$ cat config.mk
export PLATFORM = sky130hd
export DESIGN_NAME = iob_ram_sp_bist_flat
export DESIGN_NICKNAME = d
export VERILOG_FILES = /design/src/rtl/iob_ram_sp_bist_if.sv /design/src/rtl/iob_ram_sp_bist.sv /design/src/flat_wrapper.sv
export SDC_FILE = /design/constraint.sdc
export NUM_CORES = 1
export LEC_CHECK = 0
export ABC_AREA = 1
export ABC_CLOCK_PERIOD_IN_PS = 1900
export CORE_MARGIN = 2
export CORE_UTILIZATION = 49
export CTS_BUF_LIST = sky130_fd_sc_hd__clkbuf_2
export DETAILED_ROUTE_END_ITERATION = 8
export GPL_TIMING_DRIVEN = 1
export HOLD_SLACK_MARGIN = 0.03
export PLACE_DENSITY_LB_ADDON = 0.1
export SETUP_SLACK_MARGIN = 0.1
export SLEW_MARGIN = 20
export SYNTH_ARGS = -nofsm -noshare
export SYNTH_HDL_FRONTEND = slang
export SYNTH_SLANG_ARGS = --single-unit
export TNS_END_PERCENT = 1
$ cat constraint.sdc
create_clock -name clk_i -period 1.9 [get_ports clk_i]
set_input_delay 0.285 -clock clk_i [delete_from_list [all_inputs] [get_ports clk_i]]
set_output_delay 0.285 -clock clk_i [all_outputs]
set_load 0.02 [all_outputs]
$ cat src/rtl/iob_ram_sp_bist_if.sv
// RAM-side bus of the single-port RAM BIST engine.
// The master is the BIST engine and the slave is the RAM.
interface iob_ram_sp_bist_if #(
    parameter int DATA_W = 8,
    parameter int ADDR_W = 4
);
    logic              ram_en_o;
    logic              ram_we_o;
    logic [ADDR_W-1:0] ram_addr_o;
    logic [DATA_W-1:0] ram_d_o;
    logic [DATA_W-1:0] ram_d_i;

    modport master (
        output ram_en_o,
        output ram_we_o,
        output ram_addr_o,
        output ram_d_o,
        input  ram_d_i
    );

    modport slave (
        input  ram_en_o,
        input  ram_we_o,
        input  ram_addr_o,
        input  ram_d_o,
        output ram_d_i
    );
endinterface

$ cat src/rtl/iob_ram_sp_bist.sv
// Single-port RAM BIST: writes an incrementing pattern to every word, reads it
// back and compares each word one cycle after the read is issued.
// Optional feature: define IOB_RAM_SP_BIST_STOP_ON_ERR_EN to abort the sweep
// at the first mismatch; by default the full sweep always completes.
module iob_ram_sp_bist #(
    parameter int DATA_W  = 8,
    parameter int ADDR_W  = 4,
    parameter int SEQ_INI = 32
) (
    input  logic                 clk_i,
    input  logic                 arst_n_i,
    input  logic                 start_i,
    output logic                 busy_o,
    output logic                 done_o,
    output logic                 pass_o,
    output logic                 fail_o,
    output logic [ADDR_W-1:0]    err_addr_o,
    iob_ram_sp_bist_if.master    ram_if
);

    localparam logic [2:0] ST_IDLE  = 3'd0;
    localparam logic [2:0] ST_WRITE = 3'd1;
    localparam logic [2:0] ST_READ  = 3'd2;
    localparam logic [2:0] ST_CHECK = 3'd3;
    localparam logic [2:0] ST_DONE  = 3'd4;

    localparam logic [ADDR_W-1:0] CNT_MAX = {ADDR_W{1'b1}};

    // Expected pattern word for a given address, wrapping at the word width.
    function automatic logic [DATA_W-1:0] seq_data(input logic [ADDR_W-1:0] addr);
        return DATA_W'(32'(addr) + 32'(SEQ_INI));
    endfunction

    logic [2:0]        state_q, state_d;
    logic [ADDR_W-1:0] cnt_q, cnt_d;
    logic              err_q;
    logic [ADDR_W-1:0] err_addr_q;
    logic              rd_vld_q;
    logic [ADDR_W-1:0] rd_addr_q;
    logic              start_acc_s;
    logic              cmp_err_s;

    // Start is only honoured when the engine is idle or has finished.
    assign start_acc_s = start_i && ((state_q == ST_IDLE) || (state_q == ST_DONE));
    // Read data returned this cycle belongs to the read issued one cycle ago.
    assign cmp_err_s   = rd_vld_q && (ram_if.ram_d_i != seq_data(rd_addr_q));

    // Next-state and address counter logic.
    always_comb begin
        state_d = state_q;
        cnt_d   = cnt_q;
        case (state_q)
            ST_IDLE, ST_DONE: begin
                if (start_acc_s) begin
                    state_d = ST_WRITE;
                    cnt_d   = '0;
                end else begin
                    state_d = state_q;
                end
            end
            ST_WRITE: begin
                cnt_d = cnt_q + ADDR_W'(1);
                if (cnt_q == CNT_MAX) begin
                    state_d = ST_READ;
                end else begin
                    state_d = ST_WRITE;
                end
            end
            ST_READ: begin
                cnt_d = cnt_q + ADDR_W'(1);
                if (cnt_q == CNT_MAX) begin
                    state_d = ST_CHECK;
                end else begin
                    state_d = ST_READ;
                end
`ifdef IOB_RAM_SP_BIST_STOP_ON_ERR_EN
                if (cmp_err_s) begin
                    state_d = ST_DONE;
                    cnt_d   = '0;
                end else begin
                    cnt_d   = cnt_d;
                end
`endif
            end
            ST_CHECK: begin
                state_d = ST_DONE;
                cnt_d   = '0;
            end
            default: begin
                state_d = ST_IDLE;
                cnt_d   = '0;
            end
        endcase
    end

    // State and counter registers.
    always_ff @(posedge clk_i or negedge arst_n_i) begin
        if (!arst_n_i) begin
            state_q <= ST_IDLE;
            cnt_q   <= '0;
        end else begin
            state_q <= state_d;
            cnt_q   <= cnt_d;
        end
    end

    // Delayed read tag so the compare lines up with the returned data.
    always_ff @(posedge clk_i or negedge arst_n_i) begin
        if (!arst_n_i) begin
            rd_vld_q  <= 1'b0;
            rd_addr_q <= '0;
        end else begin
            rd_vld_q  <= (state_q == ST_READ);
            rd_addr_q <= cnt_q;
        end
    end

    // Sticky error flag; only the first mismatching address is kept.
    always_ff @(posedge clk_i or negedge arst_n_i) begin
        if (!arst_n_i) begin
            err_q      <= 1'b0;
            err_addr_q <= '0;
        end else if (start_acc_s) begin
            err_q      <= 1'b0;
            err_addr_q <= '0;
        end else if (cmp_err_s && !err_q) begin
            err_q      <= 1'b1;
            err_addr_q <= rd_addr_q;
        end else begin
            err_q      <= err_q;
            err_addr_q <= err_addr_q;
        end
    end

    // Output decode from registered state only.
    always_comb begin
        busy_o            = 1'b0;
        done_o            = 1'b0;
        pass_o            = 1'b0;
        fail_o            = 1'b0;
        err_addr_o        = err_addr_q;
        ram_if.ram_en_o   = 1'b0;
        ram_if.ram_we_o   = 1'b0;
        ram_if.ram_addr_o = '0;
        ram_if.ram_d_o    = '0;
        case (state_q)
            ST_WRITE: begin
                busy_o            = 1'b1;
                ram_if.ram_en_o   = 1'b1;
                ram_if.ram_we_o   = 1'b1;
                ram_if.ram_addr_o = cnt_q;
                ram_if.ram_d_o    = seq_data(cnt_q);
            end
            ST_READ: begin
                busy_o            = 1'b1;
                ram_if.ram_en_o   = 1'b1;
                ram_if.ram_addr_o = cnt_q;
            end
            ST_CHECK: begin
                busy_o = 1'b1;
            end
            ST_DONE: begin
                done_o = 1'b1;
                pass_o = !err_q;
                fail_o = err_q;
            end
            default: begin
                busy_o = 1'b0;
            end
        endcase
    end

endmodule

$ cat src/flat_wrapper.sv
// flat-port wrapper written by rule: the top's interface ports become plain ports
module iob_ram_sp_bist_flat 
#(
    parameter int DATA_W  = 8,
    parameter int ADDR_W  = 4,
    parameter int SEQ_INI = 32
)
  (clk_i, arst_n_i, start_i, busy_o, done_o, pass_o, fail_o, err_addr_o, ram_if_ram_en_o, ram_if_ram_we_o, ram_if_ram_addr_o, ram_if_ram_d_o, ram_if_ram_d_i);
  iob_ram_sp_bist_if #(.DATA_W(DATA_W), .ADDR_W(ADDR_W)) ram_if_i ();
  input  logic clk_i;
  input  logic arst_n_i;
  input  logic start_i;
  output logic busy_o;
  output logic done_o;
  output logic pass_o;
  output logic fail_o;
  output logic [ADDR_W-1:0] err_addr_o;
  output wire logic [$bits(ram_if_i.ram_en_o)-1:0] ram_if_ram_en_o;
  output wire logic [$bits(ram_if_i.ram_we_o)-1:0] ram_if_ram_we_o;
  output wire logic [$bits(ram_if_i.ram_addr_o)-1:0] ram_if_ram_addr_o;
  output wire logic [$bits(ram_if_i.ram_d_o)-1:0] ram_if_ram_d_o;
  input wire logic [$bits(ram_if_i.ram_d_i)-1:0] ram_if_ram_d_i;
  assign ram_if_ram_en_o = ram_if_i.ram_en_o;
  assign ram_if_ram_we_o = ram_if_i.ram_we_o;
  assign ram_if_ram_addr_o = ram_if_i.ram_addr_o;
  assign ram_if_ram_d_o = ram_if_i.ram_d_o;
  assign ram_if_i.ram_d_i = ram_if_ram_d_i;
  iob_ram_sp_bist #(.DATA_W(DATA_W), .ADDR_W(ADDR_W), .SEQ_INI(SEQ_INI)) u_core (.clk_i(clk_i), .arst_n_i(arst_n_i), .start_i(start_i), .busy_o(busy_o), .done_o(done_o), .pass_o(pass_o), .fail_o(fail_o), .err_addr_o(err_addr_o), .ram_if(ram_if_i));
endmodule
Yosys cells after proc, flatten, opt, wreduce, memory -nomap -nowiden
Index checks and enable logic that the tools add are counted.
{"block": "totals", "input_bits": 11, "register_bits": 17, "output_inout_bits": 22, "elab_cells": 44}
{"block": "classes", "n_reduce_logical": 10, "add_sub_neg": 3, "eq_ne": 7, "muxes": 18}
{"op": "$mux 4", "n": 4}
{"op": "$add 4x6->7 const B", "n": 2}
{"op": "$pmux 3 s4", "n": 1}
{"op": "$mux 1", "n": 9}
{"op": "$mux 8", "n": 1}
{"op": "$ne 8x8->1", "n": 1}
{"op": "$pmux 4 s2", "n": 1}
{"op": "$eq 3x2->1 const B", "n": 2}
{"op": "$add 4x1->4 const B", "n": 1}
{"op": "$eq 4x4->1 const B", "n": 1}
{"op": "$reduce_or 2->1", "n": 2}
{"op": "$eq 3x1->1 const B", "n": 1}
{"op": "$eq 3x3->1 const B", "n": 1}
{"op": "$logic_and 1x1->1", "n": 3}
{"op": "$logic_not 3->1", "n": 1}
{"op": "$mux 3", "n": 1}
{"op": "$reduce_or 3->1", "n": 1}
{"op": "$mux 2", "n": 1}
{"op": "$ne 2x1->1 const B", "n": 1}
{"op": "$reduce_bool 2->1", "n": 1}
{"op": "$logic_not 1->1", "n": 1}
{"op": "$logic_or 1x1->1", "n": 1}

Depth between registers and ports, before layout
Gate-level depths: netlist of the first run.
{"block": "logic_depth", "ltp_word": 6, "mapped_depth": 9, "mapped_depth_nobuf": 9}

Worst setup path after synthesis of the first run
Ideal clock, no wire load.
{"block": "synth_timing", "kind": "register to output", "from": "reg u_core.state_q[1]", "to": "out ram_if_ram_addr_o[0]", "slack_ns": 0.463, "stages_incl_launch_ff": 6, "t_required_ns": 1.615, "n_path_buf": 0, "arrival_ns": 1.152, "path_cell_list": "dfrtp_1 -> inv_1 -> nand3_2 -> nand2_4 -> inv_2 -> nor2_1"}
{"block": "synth_via", "elab_chain_cells": 3, "word_cells_on_any_way": 4, "cone_classes": "eq/ne (2); mux (1); reduce/logical (1)"}
{"element": "start, declared", "line": "iob_ram_sp_bist.sv:34", "rtl": "logic [2:0] state_q, state_d;"}
{"element": "start signal, assigned", "line": "iob_ram_sp_bist.sv:102", "rtl": "state_q <= state_d;"}
{"element": "$eq 3x1->1 or $eq 3x2->1 (tied branches)", "line": "iob_ram_sp_bist.sv:146", "rtl": "case (state_q)"}
{"element": "$reduce_or 2->1 (no line) (*)"}
{"element": "$mux 4 (*)", "line": "iob_ram_sp_bist.sv:146"}
{"element": "end, declared", "line": "flat_wrapper.sv:20", "rtl": "output wire logic [$bits(ram_if_i.ram_addr_o)-1:0] ram_if_ram_addr_o;"}
Every way passes the cells marked *; elsewhere a longest branch is shown, timed or not.

Final worst setup path of the first run
{"block": "layout_timing", "from": "reg u_core.state_q[0]", "to": "out ram_if_ram_en_o"}
{"block": "layout_via", "elab_chain_cells": 3, "word_cells_on_any_way": 4, "cone_classes": "eq/ne (2); mux (1); reduce/logical (1)"}
{"element": "$eq 3x1->1 or $eq 3x2->1 (tied branches)", "line": "iob_ram_sp_bist.sv:146"}
{"element": "$reduce_or 2->1 (no line) (*)"}
{"element": "$mux 1 (*)", "line": "iob_ram_sp_bist.sv:146"}
{"element": "end, declared", "line": "flat_wrapper.sv:18", "rtl": "output wire logic [$bits(ram_if_i.ram_en_o)-1:0] ram_if_ram_en_o;"}
Marked as above.

==> results of run 1 <==
[synth_stat cells]
cell / instances / area share (%)
nand2_1: 26 / 10
dfrtp_1: 17 / 45
inv_1: 16 / 6.4
nor2_1: 16 / 6.4
nand3_1: 6 / 3.2
inv_2: 5 / 2.0
nor3_1: 5 / 2.7
buf_4: 4 / 3.2
nand3_2: 3 / 3.2
o21ai_1: 3 / 1.6
a21oi_1: 2 / 1.1
inv_4: 2 / 1.3
nand2_4: 2 / 2.4
o22ai_1: 2 / 1.3
a21oi_2: 1 / 0.93
clkinv_1: 1 / 0.40
conb_1: 1 / 0.40
ha_1: 1 / 1.3
nand2_2: 1 / 0.67
nor2_4: 1 / 1.2
nor2_8: 1 / 2.1
o22ai_2: 1 / 1.3
xnor2_1: 1 / 0.93
[where the power goes]
part,leakage (nW),switching (mW),total (mW),internal [mW]
Combinational,0.429,0.634,1.04,0.407
Clock,0.0166,0.111,0.167,0.0558
Sequential,0.214,0.0919,0.588,0.496
Total,0.660,0.837,1.80,0.959
[area by class of cell]
cell class	count	area (um2)
sequential	17	428
fill	179	551
multi-input combinational	75	394
timing repair buffer	31	244
inverter	24	96.3
clock buffer	4	20.0
tap	25	31.3
[worst reg2reg max path, delay by kind of cell (launching register included)]
kind,cells,cell delay [ns]
flip-flops,1,0.40
AND/OR/NAND/NOR,1,0.31
AO/OA/AOI/OAI,2,0.30
adder cells (fa/ha/maj),1,0.20
buffers and inverters,1,0.05
[per-stage QoR]
stage                     hold WS [ns]  total power, mW  utilization [%]  area (um2)  setup slack (ns)
after floorplan                -0.0106             1.30                -         945             0.463
after global placement           0.364             1.73             70.9        1250             0.132
after detailed placement         0.375             1.75             70.9        1250            0.0710
after CTS                        0.283             1.81             69.6        1230            0.0231
after global routing             0.291             1.94             68.8        1210            0.0942
final                            0.292             1.80             68.8        1210             0.213
[worst max-delay path by stage]
stage,endpoint,cells past startpoint,slack [ns]
after floorplan,ram_if_ram_addr_o[0],5,0.46
after global placement,ram_if_ram_d_o[0],5,0.13
after detailed placement,ram_if_ram_addr_o[0],6,0.07
after CTS,ram_if_ram_d_o[5],5,0.02
after global routing,ram_if_ram_en_o,4,0.09
final,ram_if_ram_en_o,4,0.21
[sequential cells by signal, indices dropped and copies added, names as in the netlist]
register / cells
u_core.rd_vld_q: 1
u_core.err_q: 1
u_core.cnt_q: 4
u_core.state_q: 3
u_core.rd_addr_q: 4
u_core.err_addr_o: 4
[routing by layer]
metal	up-vias	wire [um]
li1	418	-
met5	-	0
met4	0	11
met2	22	957
met1	377	805
met3	2	82
[cell families (layout without fill, tap and decap cells)]
family,count (synthesis),after routing,synth area share [%]
and+or+nand+nor,61,61,32.3
buffers and inverters,28,59,13.4
DFF,17,17,45.4
AOI/OAI and AO/OA,9,9,6.27
adders and majority gates,1,1,1.33
other,1,3,0.400
xor gates and xnor gates,1,1,0.935
[timing repair]
action                     in CTS  in global routing
resized for setup              43                 14
setup endpoints to repair      15                  9
hold buffers                    0                  0
==> impl_metrics.py, run 1 <==
metrics = {
    "critical_path": {
        "timing.rr.end": "u_core.state_q[0]",
        "reg2reg_from": "u_core.cnt_q[0]",
        "crit_fanout": 5,
        "ff2ff_path_depth": 5,
        "critPathLaunchType": "flip-flop",
        "required_ns": 1.62,
        "cp-end-kind": "primary output",
        "crit_chain": "inv_1, nand3_2, nand2_4, clkdlybuf4s15_1",
        "r2r_slack_ns": 0.57,
        "crit_family": "flip-flops",
        "cp.arrival_ns": 1.40,
        "crit_start": "u_core.state_q[0]",
        "cpPeakStageDelay_ns": 0.48,
        "path_buf_inv": 2,
        "critical_path_class": "reg2out",
        "cp_slowest_cell": "dfrtp_2",
    },
    "global_route": {
        "grt_pass1_vias": 706,
        "grt_pass1_wl_um": 2990,
        "grt.overflow.total": 0,
        "met3_usage_pct": 4.15,
        "antenna_found_initial": 0,
        "gr-usage-met2_pct": 34.4,
        "busiest_layer": "met2",
        "grt_start_max_net_pins": 18,
        "grt_util_all_layers_pct": 19.3,
        "grtUsageMet1_pct": 21.4,
    },
    "synthesis": {
        "synth.avg_cell_area_um2": 7.94,
        "ys_ff_latch": 17,
        "yosysWarnings": 0,
        "yosysSeqAreaShare_pct": 45.4,
        "ys_types": 23,
        "synth_area_um2": 937,
        "syn-instance-count": 118,
    },
    "detailed_routing": {
        "drc_errors": 0,
        "first_pass_iters": 3,
        "drt-initial-drc-count": 3,
        "wl_per_cell_um": 10.6,
        "vias": 819,
        "wirelength_um": 1860,
        "avgViaCountPerCell": 4.65,
        "ant_nets": 0,
    },
    "timing": {
        "fin_crit_sh_pct": 88.8,
        "rsz0062_at_grt": "no",
        "finalSetupViolations": 0,
        "final.setup_skew_ns": 0.00616,
        "hold_viol_final": 0,
        "fmax_ghz": 0.593,
        "layout_min_cycle_time_ns": 1.69,
        "drv_slew": 0,
        "setup_tns_ns": 0,
    },
    "placement": {
        "dp_hpwl_um": 1520,
        "numPlacedInstances": 172,
        "gp_congestion": 0.780,
        "numPortBuffers": 29,
    },
    "finish": {
        "drive_above_1_share_pct": 25.8,
        "fin_cells": 176,
        "most-common-layout-cells": "nand2_1, inv_1, nor2_1, dfrtp_1, clkdlybuf4s50_1",
        "diodes": 0,
        "area_delta_synth_final_pct": 29.5,
        "layout_commonest_cell": "nand2_1",
        "nets": 164,
    },
    "floorplanning": {
        "placementRows": 15,
        "num_io_pins": 33,
        "dieArea_um2": 2280,
        "die_x_um": 47.7,
        "core_um2": 1760,
        "die_h_um": 47.7,
        "start_util_pct": 53.1,
    },
    "clock_tree": {
        "htreeDepth": 1,
        "cts_made_buffers": 3,
        "clk_pin_slew_ns": 0.16,
        "clockBufferDepth": 2,
        "cts_setup_buffers": 0,
        "root_buffer": "clkbuf_2",
        "clk_latency_ns": 0.29,
        "clock-sinks": 17,
        "cts_tree": "yes",
    },
    "worst_hold_path": {
        "hp-class": "in2async",
    },
    "flow_run": {
        "drv_cap": 0,
    },
    "power_and_ir_drop": {
        "power_density_nw_per_um2": 1480,
        "power_leakage_nw": 0.660,
        "ir_drop_v": 0.00110,
    },
    "status": {
        "status": "finished clean",
    },
}
Power figures use the tool's default switching activity.
==> inputs of run 2 (changes only) <==
--- a/config.mk
+++ b/config.mk
@@ -7,6 +7,7 @@
 export LEC_CHECK = 0
 export ABC_AREA = 1
 export ABC_CLOCK_PERIOD_IN_PS = 1900
+export CAP_MARGIN = 20
 export CORE_MARGIN = 2
 export CORE_UTILIZATION = 49
 export CTS_BUF_LIST = sky130_fd_sc_hd__clkbuf_2
@@ -19,4 +20,4 @@
 export SYNTH_ARGS = -nofsm -noshare
 export SYNTH_HDL_FRONTEND = slang
 export SYNTH_SLANG_ARGS = --single-unit
-export TNS_END_PERCENT = 1
+export TNS_END_PERCENT = 50
==> constraint.sdc (replaced) <==
create_clock -name clk_i -period 1.9 [get_ports clk_i]
set_input_delay 0.38 -clock clk_i [delete_from_list [all_inputs] [get_ports clk_i]]
set_output_delay 0.38 -clock clk_i [all_outputs]
set_load 0.02 [all_outputs]
==> impl_metrics.py, run 2 (synthesis gave the netlist of run 1 again) <==
metrics = {
    "timing": {
        "drv_slew": 0,
        "fmax_ghz": 0.577,
        "finalSetupViolations": 0,
        "hold_viol_final": 0,
        "layout_min_cycle_time_ns": 1.73,
        "fin_crit_sh_pct": 91.3,
        "whs_ns": 0.400,
        "final.setup_skew_ns": 0.0166,
        "rsz0062_at_grt": "yes",
    },
    "finish": {
        "layout_commonest_cell": "nand2_1",
        "drive_above_1_share_pct": 28.8,
        "diodes": 0,
        "area_delta_synth_final_pct": 37.7,
        "final_core_util_pct": 73.1,
        "most-common-layout-cells": "nand2_1, dfrtp_1, inv_1, nor2_1, clkdlybuf4s50_1",
        "nets": 169,
        "design_area_um2": 1290,
    },
    "global_route": {
        "grt_pass1_vias": 674,
        "gr-usage-met2_pct": 31.5,
        "met3_usage_pct": 3.40,
        "grtUsageMet1_pct": 22.8,
        "grt_util_all_layers_pct": 18.3,
        "grt.overflow.total": 0,
        "antenna_found_initial": 0,
        "grt_start_max_net_pins": 18,
        "grt_pass1_wl_um": 2900,
        "busiest_layer": "met2",
    },
    "critical_path": {
        "critPathLaunchType": "flip-flop",
        "crit_fanout": 3,
        "required_ns": 1.52,
        "ff2ff_path_depth": 9,
        "critical_path_class": "reg2out",
        "cp.arrival_ns": 1.35,
        "cp-end-kind": "primary output",
    },
    "floorplanning": {
        "start_util_pct": 53.1,
        "dieArea_um2": 2280,
        "die_h_um": 47.7,
        "num_io_pins": 33,
        "core_um2": 1760,
        "placementRows": 15,
        "die_x_um": 47.7,
    },
    "power_and_ir_drop": {
        "power_density_nw_per_um2": 1440,
        "p_int_mw": 1.01,
        "p_switching_mw": 0.848,
        "swShare_pct": 45.6,
        "power_mw": 1.86,
        "ir_drop_v": 0.000985,
        "power_leakage_nw": 0.691,
        "seqPwrFrac_pct": 31.8,
        "clockPowerShare_pct": 8.4,
        "p_comb_share_pct": 59.8,
    },
    "clock_tree": {
        "cts_tree": "yes",
        "cts_made_buffers": 3,
        "htreeDepth": 1,
        "clock-sinks": 17,
        "clk_latency_ns": 0.28,
        "clk_pin_slew_ns": 0.16,
        "clockBufferDepth": 2,
        "root_buffer": "clkbuf_2",
    },
    "detailed_routing": {
        "first_pass_iters": 3,
        "ant_nets": 0,
        "wl_per_cell_um": 10.3,
        "vias": 797,
        "wirelength_um": 1860,
        "drt-initial-drc-count": 11,
        "avgViaCountPerCell": 4.40,
        "drc_errors": 0,
    },
    "placement": {
        "placed_area_um2": 1270,
        "numPortBuffers": 29,
        "gp_congestion": 0.766,
        "dp_hpwl_um": 1480,
    },
    "worst_hold_path": {
        "hp-class": "in2async",
    },
    "flow_run": {
        "drv_cap": 0,
    },
    "status": {
        "status": "finished clean",
    },
}
## run 2: cell count changes in the layout (fill, tap and decap cells not counted), sizes merged
cell | previous run | this run
buf | 10 | 18
clkinv | 1 | 0
clkbuf | 9 | 4
dlygate4sd2 | 1 | 0
clkdlybuf4s15 | 1 | 4
inv | 23 | 24
## run 2: power by group through the flow
stage	sequential (mW)	combinational (mW)	clock [mW]
finish	0.592	1.11	0.156
global route	0.611	1.22	0.172
CTS	0.589	1.06	0.164
detailed placement	0.595	1.17	0
global placement	0.588	1.15	0
floorplan	0.624	0.679	0
## run 2: through the flow
step                      cells  TNS (ns)  setup WS, ns
after floorplan             120         0         0.368
after CTS                   179         0         0.116
after global routing        181         0        0.0755
after global placement      175         0        0.0350
final                       181         0         0.166
after detailed placement    175   -0.0302       -0.0302
## run 2: area by class of cell
class	instances	area [um2]
Tap cell	25	31.3
Clock buffer	4	20.0
Multi-Input combinational cell	75	414
Inverter	24	97.6
Timing Repair Buffer	36	300
Sequential cell	17	427
Fill cell	149	474
## run 2: routing by layer
metal	vias up	share of wire, %
li1	430	-
met1	341	45
met2	24	49
met3	2	4.6
met4	0	0.91
met5	-	0
## run 2: critical path: stages, from the launching register on
cell and delay (ns):
dfrtp_1 0.42, buf_4 0.15, nor2_4 0.15, nor2_1 0.07, clkdlybuf4s15_1 0.28
## run 2: final timing paths
path                                   start              endpoint  slack, ns
setup / recovery           u_core.state_q[1]                busy_o       0.17
hold / removal                      arst_n_i  u_core.err_addr_o[0]       0.40
setup reg to reg           u_core.state_q[1]       u_core.cnt_q[3]       0.51
hold reg to reg              u_core.cnt_q[3]   u_core.rd_addr_q[3]       0.40
max in group asynchronous           arst_n_i       u_core.cnt_q[0]       1.30
min in group clk_i           u_core.cnt_q[3]   u_core.rd_addr_q[3]       0.40
## run 2: timing repair
item                                    CTS  global route
hold buffers                              0             0
setup buffers                             0             2
resized for setup                        52            15
pin swaps                                 0             1
endpoints found under the setup margin   15            13
==> inputs of run 3 (changes only) <==
--- a/config.mk
+++ b/config.mk
@@ -5,11 +5,12 @@
 export SDC_FILE = /design/constraint.sdc
 export NUM_CORES = 1
 export LEC_CHECK = 0
-export ABC_AREA = 1
 export ABC_CLOCK_PERIOD_IN_PS = 1900
-export CAP_MARGIN = 20
+export CAP_MARGIN = 15
+export CELL_PAD_IN_SITES_DETAIL_PLACEMENT = 1
+export CELL_PAD_IN_SITES_GLOBAL_PLACEMENT = 2
 export CORE_MARGIN = 2
-export CORE_UTILIZATION = 49
+export CORE_UTILIZATION = 28
 export CTS_BUF_LIST = sky130_fd_sc_hd__clkbuf_2
 export DETAILED_ROUTE_END_ITERATION = 8
 export GPL_TIMING_DRIVEN = 1
==> impl_metrics.py, run 3 <==
metrics = {
    "status": {
        "status": "finished clean",
    },
    "critical_path": {
        "crit_chain": "nand2b_4, a21oi_4, and2_1, buf_4",
        "required_ns": 1.52,
        "critPathCapture": "ram_if_ram_addr_o[2]",
        "ff2ff_path_depth": 4,
        "critical_path_class": "reg2out",
        "cp_slowest_cell": "dfrtp_1",
        "timing.rr.end": "u_core.err_addr_o[0]",
        "cp.arrival_ns": 1.40,
        "crit_family": "flip-flops",
        "reg2reg_from": "u_core.rd_addr_q[2]",
        "r2r_slack_ns": 0.43,
        "cp.depth": 4,
        "crit_fanout": 6,
        "crit_start": "u_core.state_q[1]",
        "cpPeakStageDelay_ns": 0.46,
        "cp-end-kind": "primary output",
        "critPathLaunchType": "flip-flop",
        "path_buf_inv": 1,
    },
    "synthesis": {
        "netlist_top_cells_count": "dfrtp_1, and2_1, nand2_1, nand3_1",
        "synth_top_area_share_pct": 48.9,
        "ys_async_sr_fraction_pct": 100,
        "ys_ff_latch": 17,
        "synth_edf_count": 0,
        "yosysWarnings": 0,
        "syn-instance-count": 84,
        "synth.area.top_cells": "dfrtp_1, and2_1, xor2_1",
        "post-synth-top-count-cell": "dfrtp_1",
        "synth.avg_cell_area_um2": 10.4,
        "synth-main-ff-cell": "dfrtp_1",
        "yosys.area.top_type": "dfrtp_1",
        "ys_types": 29,
        "synth_area_um2": 870,
        "yosysSeqAreaShare_pct": 48.9,
    },
    "floorplanning": {
        "start_util_pct": 29.0,
        "die_h_um": 59.7,
        "placementRows": 20,
        "die_x_um": 59.7,
        "core_um2": 3000,
        "num_io_pins": 33,
        "dieArea_um2": 3570,
    },
    "clock_tree": {
        "clk_latency_ns": 0.29,
        "htreeDepth": 1,
        "cts_tree": "yes",
        "cts_made_buffers": 3,
        "clock-sinks": 17,
        "clk_pin_slew_ns": 0.17,
        "root_buffer": "clkbuf_2",
        "clockBufferDepth": 2,
    },
    "worst_hold_path": {
        "hp-class": "in2async",
    },
    "timing": {
        "final.setup_skew_ns": 0.00866,
        "hold_viol_final": 0,
        "fin_crit_sh_pct": 93.7,
        "fmax_ghz": 0.562,
        "layout_min_cycle_time_ns": 1.78,
        "drv_slew": 0,
        "rsz0062_at_grt": "yes",
        "finalSetupViolations": 0,
    },
    "finish": {
        "final_core_util_pct": 42.9,
        "drive_above_1_share_pct": 34.9,
        "layout_commonest_cell": "buf_4",
        "diodes": 0,
        "design_area_um2": 1290,
        "most-common-layout-cells": "buf_4, dfrtp_1, clkdlybuf4s50_1, and2_1, nand3_1",
        "area_delta_synth_final_pct": 48.1,
        "fillers": 359,
        "nets": 139,
    },
    "detailed_routing": {
        "vias": 761,
        "wl_per_cell_um": 13.5,
        "drc_errors": 0,
        "first_pass_iters": 4,
        "wirelength_um": 2150,
        "avgViaCountPerCell": 4.79,
        "drt-initial-drc-count": 15,
        "ant_nets": 0,
    },
    "power_and_ir_drop": {
        "ir_drop_v": 0.000608,
        "power_density_nw_per_um2": 1330,
        "power_leakage_nw": 0.608,
    },
    "global_route": {
        "grt_start_max_net_pins": 18,
        "grt_util_all_layers_pct": 12.9,
        "antenna_found_initial": 0,
        "grt_pass1_wl_um": 3450,
        "grt.overflow.total": 0,
        "grt_pass1_vias": 754,
    },
    "placement": {
        "numPortBuffers": 29,
        "gp_congestion": 0.705,
        "dp_hpwl_um": 1680,
        "placed_area_um2": 1260,
    },
    "flow_run": {
        "drv_cap": 0,
    },
}
[run 3: cell type report]
type / instances / area [um2] / area share (%)
multi-input combinational: 63 / 462 / 35.9
sequential: 17 / 425 / 33.0
clock buffer: 3 / 15.0 / 1.17
clock inverter: 1 / 5.00 / 0.389
inverter: 1 / 3.75 / 0.292
tap: 33 / 41.3 / 3.21
timing repair buffer: 41 / 335 / 26.0
[run 3: cell families (layout without fill, tap and decap cells)]
group / after synthesis / count (layout) / share of synthesized area, %
multiplexers: 2 / 2 / 2.59
other: 1 / 3 / 0.431
flip-flops: 17 / 17 / 48.9
AO/OA/AOI/OAI: 13 / 13 / 11.1
adder cells (fa/ha/maj): 1 / 1 / 1.44
XOR/XNOR: 6 / 6 / 6.04
buffers and inverters: 6 / 46 / 4.32
AND/OR/NAND/NOR: 38 / 38 / 25.2
[run 3: worst register-to-register path, cell delays in order (launching register included)]
cell      delay (ns)
dfrtp_1         0.42
xor2_1          0.17
nand2b_1        0.17
o41a_1          0.50
o22ai_1         0.16
[run 3: worst min-delay path by stage]
stage                          from                    to  depth (start not counted)
finish                     arst_n_i  u_core.err_addr_o[3]                          2
global route               arst_n_i  u_core.err_addr_o[3]                          2
CTS                        arst_n_i  u_core.err_addr_o[3]                          2
detailed placement  u_core.cnt_q[1]   u_core.rd_addr_q[1]                          0
global placement    u_core.cnt_q[1]   u_core.rd_addr_q[1]                          0
floorplan                  arst_n_i       u_core.cnt_q[0]                          0
[run 3: metrics by stage]
step	power, mW	setup slack (ns)	hold slack (ns)	cells	TNS [ns]
CTS	1.68	0.0371	0.381	159	0
floorplan	1.09	0.193	0.0844	86	0
global placement	1.57	-0.0691	0.482	155	-0.651
finish	1.72	0.120	0.385	159	0
global route	1.85	-0.0123	0.364	159	-0.0379
detailed placement	1.58	-0.109	0.488	155	-0.951
[run 3: layer usage]
layer  wire length (um)  global-route usage (%)
met1                996                    17.0
met2               1010                    21.0
met3                113                    2.38
met4                 24                    4.76
met5                  0                       0
[run 3: timing repair]
action,in CTS,in global routing
buffers inserted,1,0
pin swaps,1,3
hold buffers,0,0
gates resized for setup,57,24
setup endpoints to repair,15,13
[run 3: power by group]
| part | leakage [nW] | switching, mW | total, mW | internal, mW |
|---|---|---|---|---|
| combinational | 0.371 | 0.507 | 0.991 | 0.484 |
| clock | 0.0164 | 0.114 | 0.161 | 0.0477 |
| sequential | 0.221 | 0.101 | 0.566 | 0.465 |
| total | 0.608 | 0.722 | 1.72 | 0.997 |
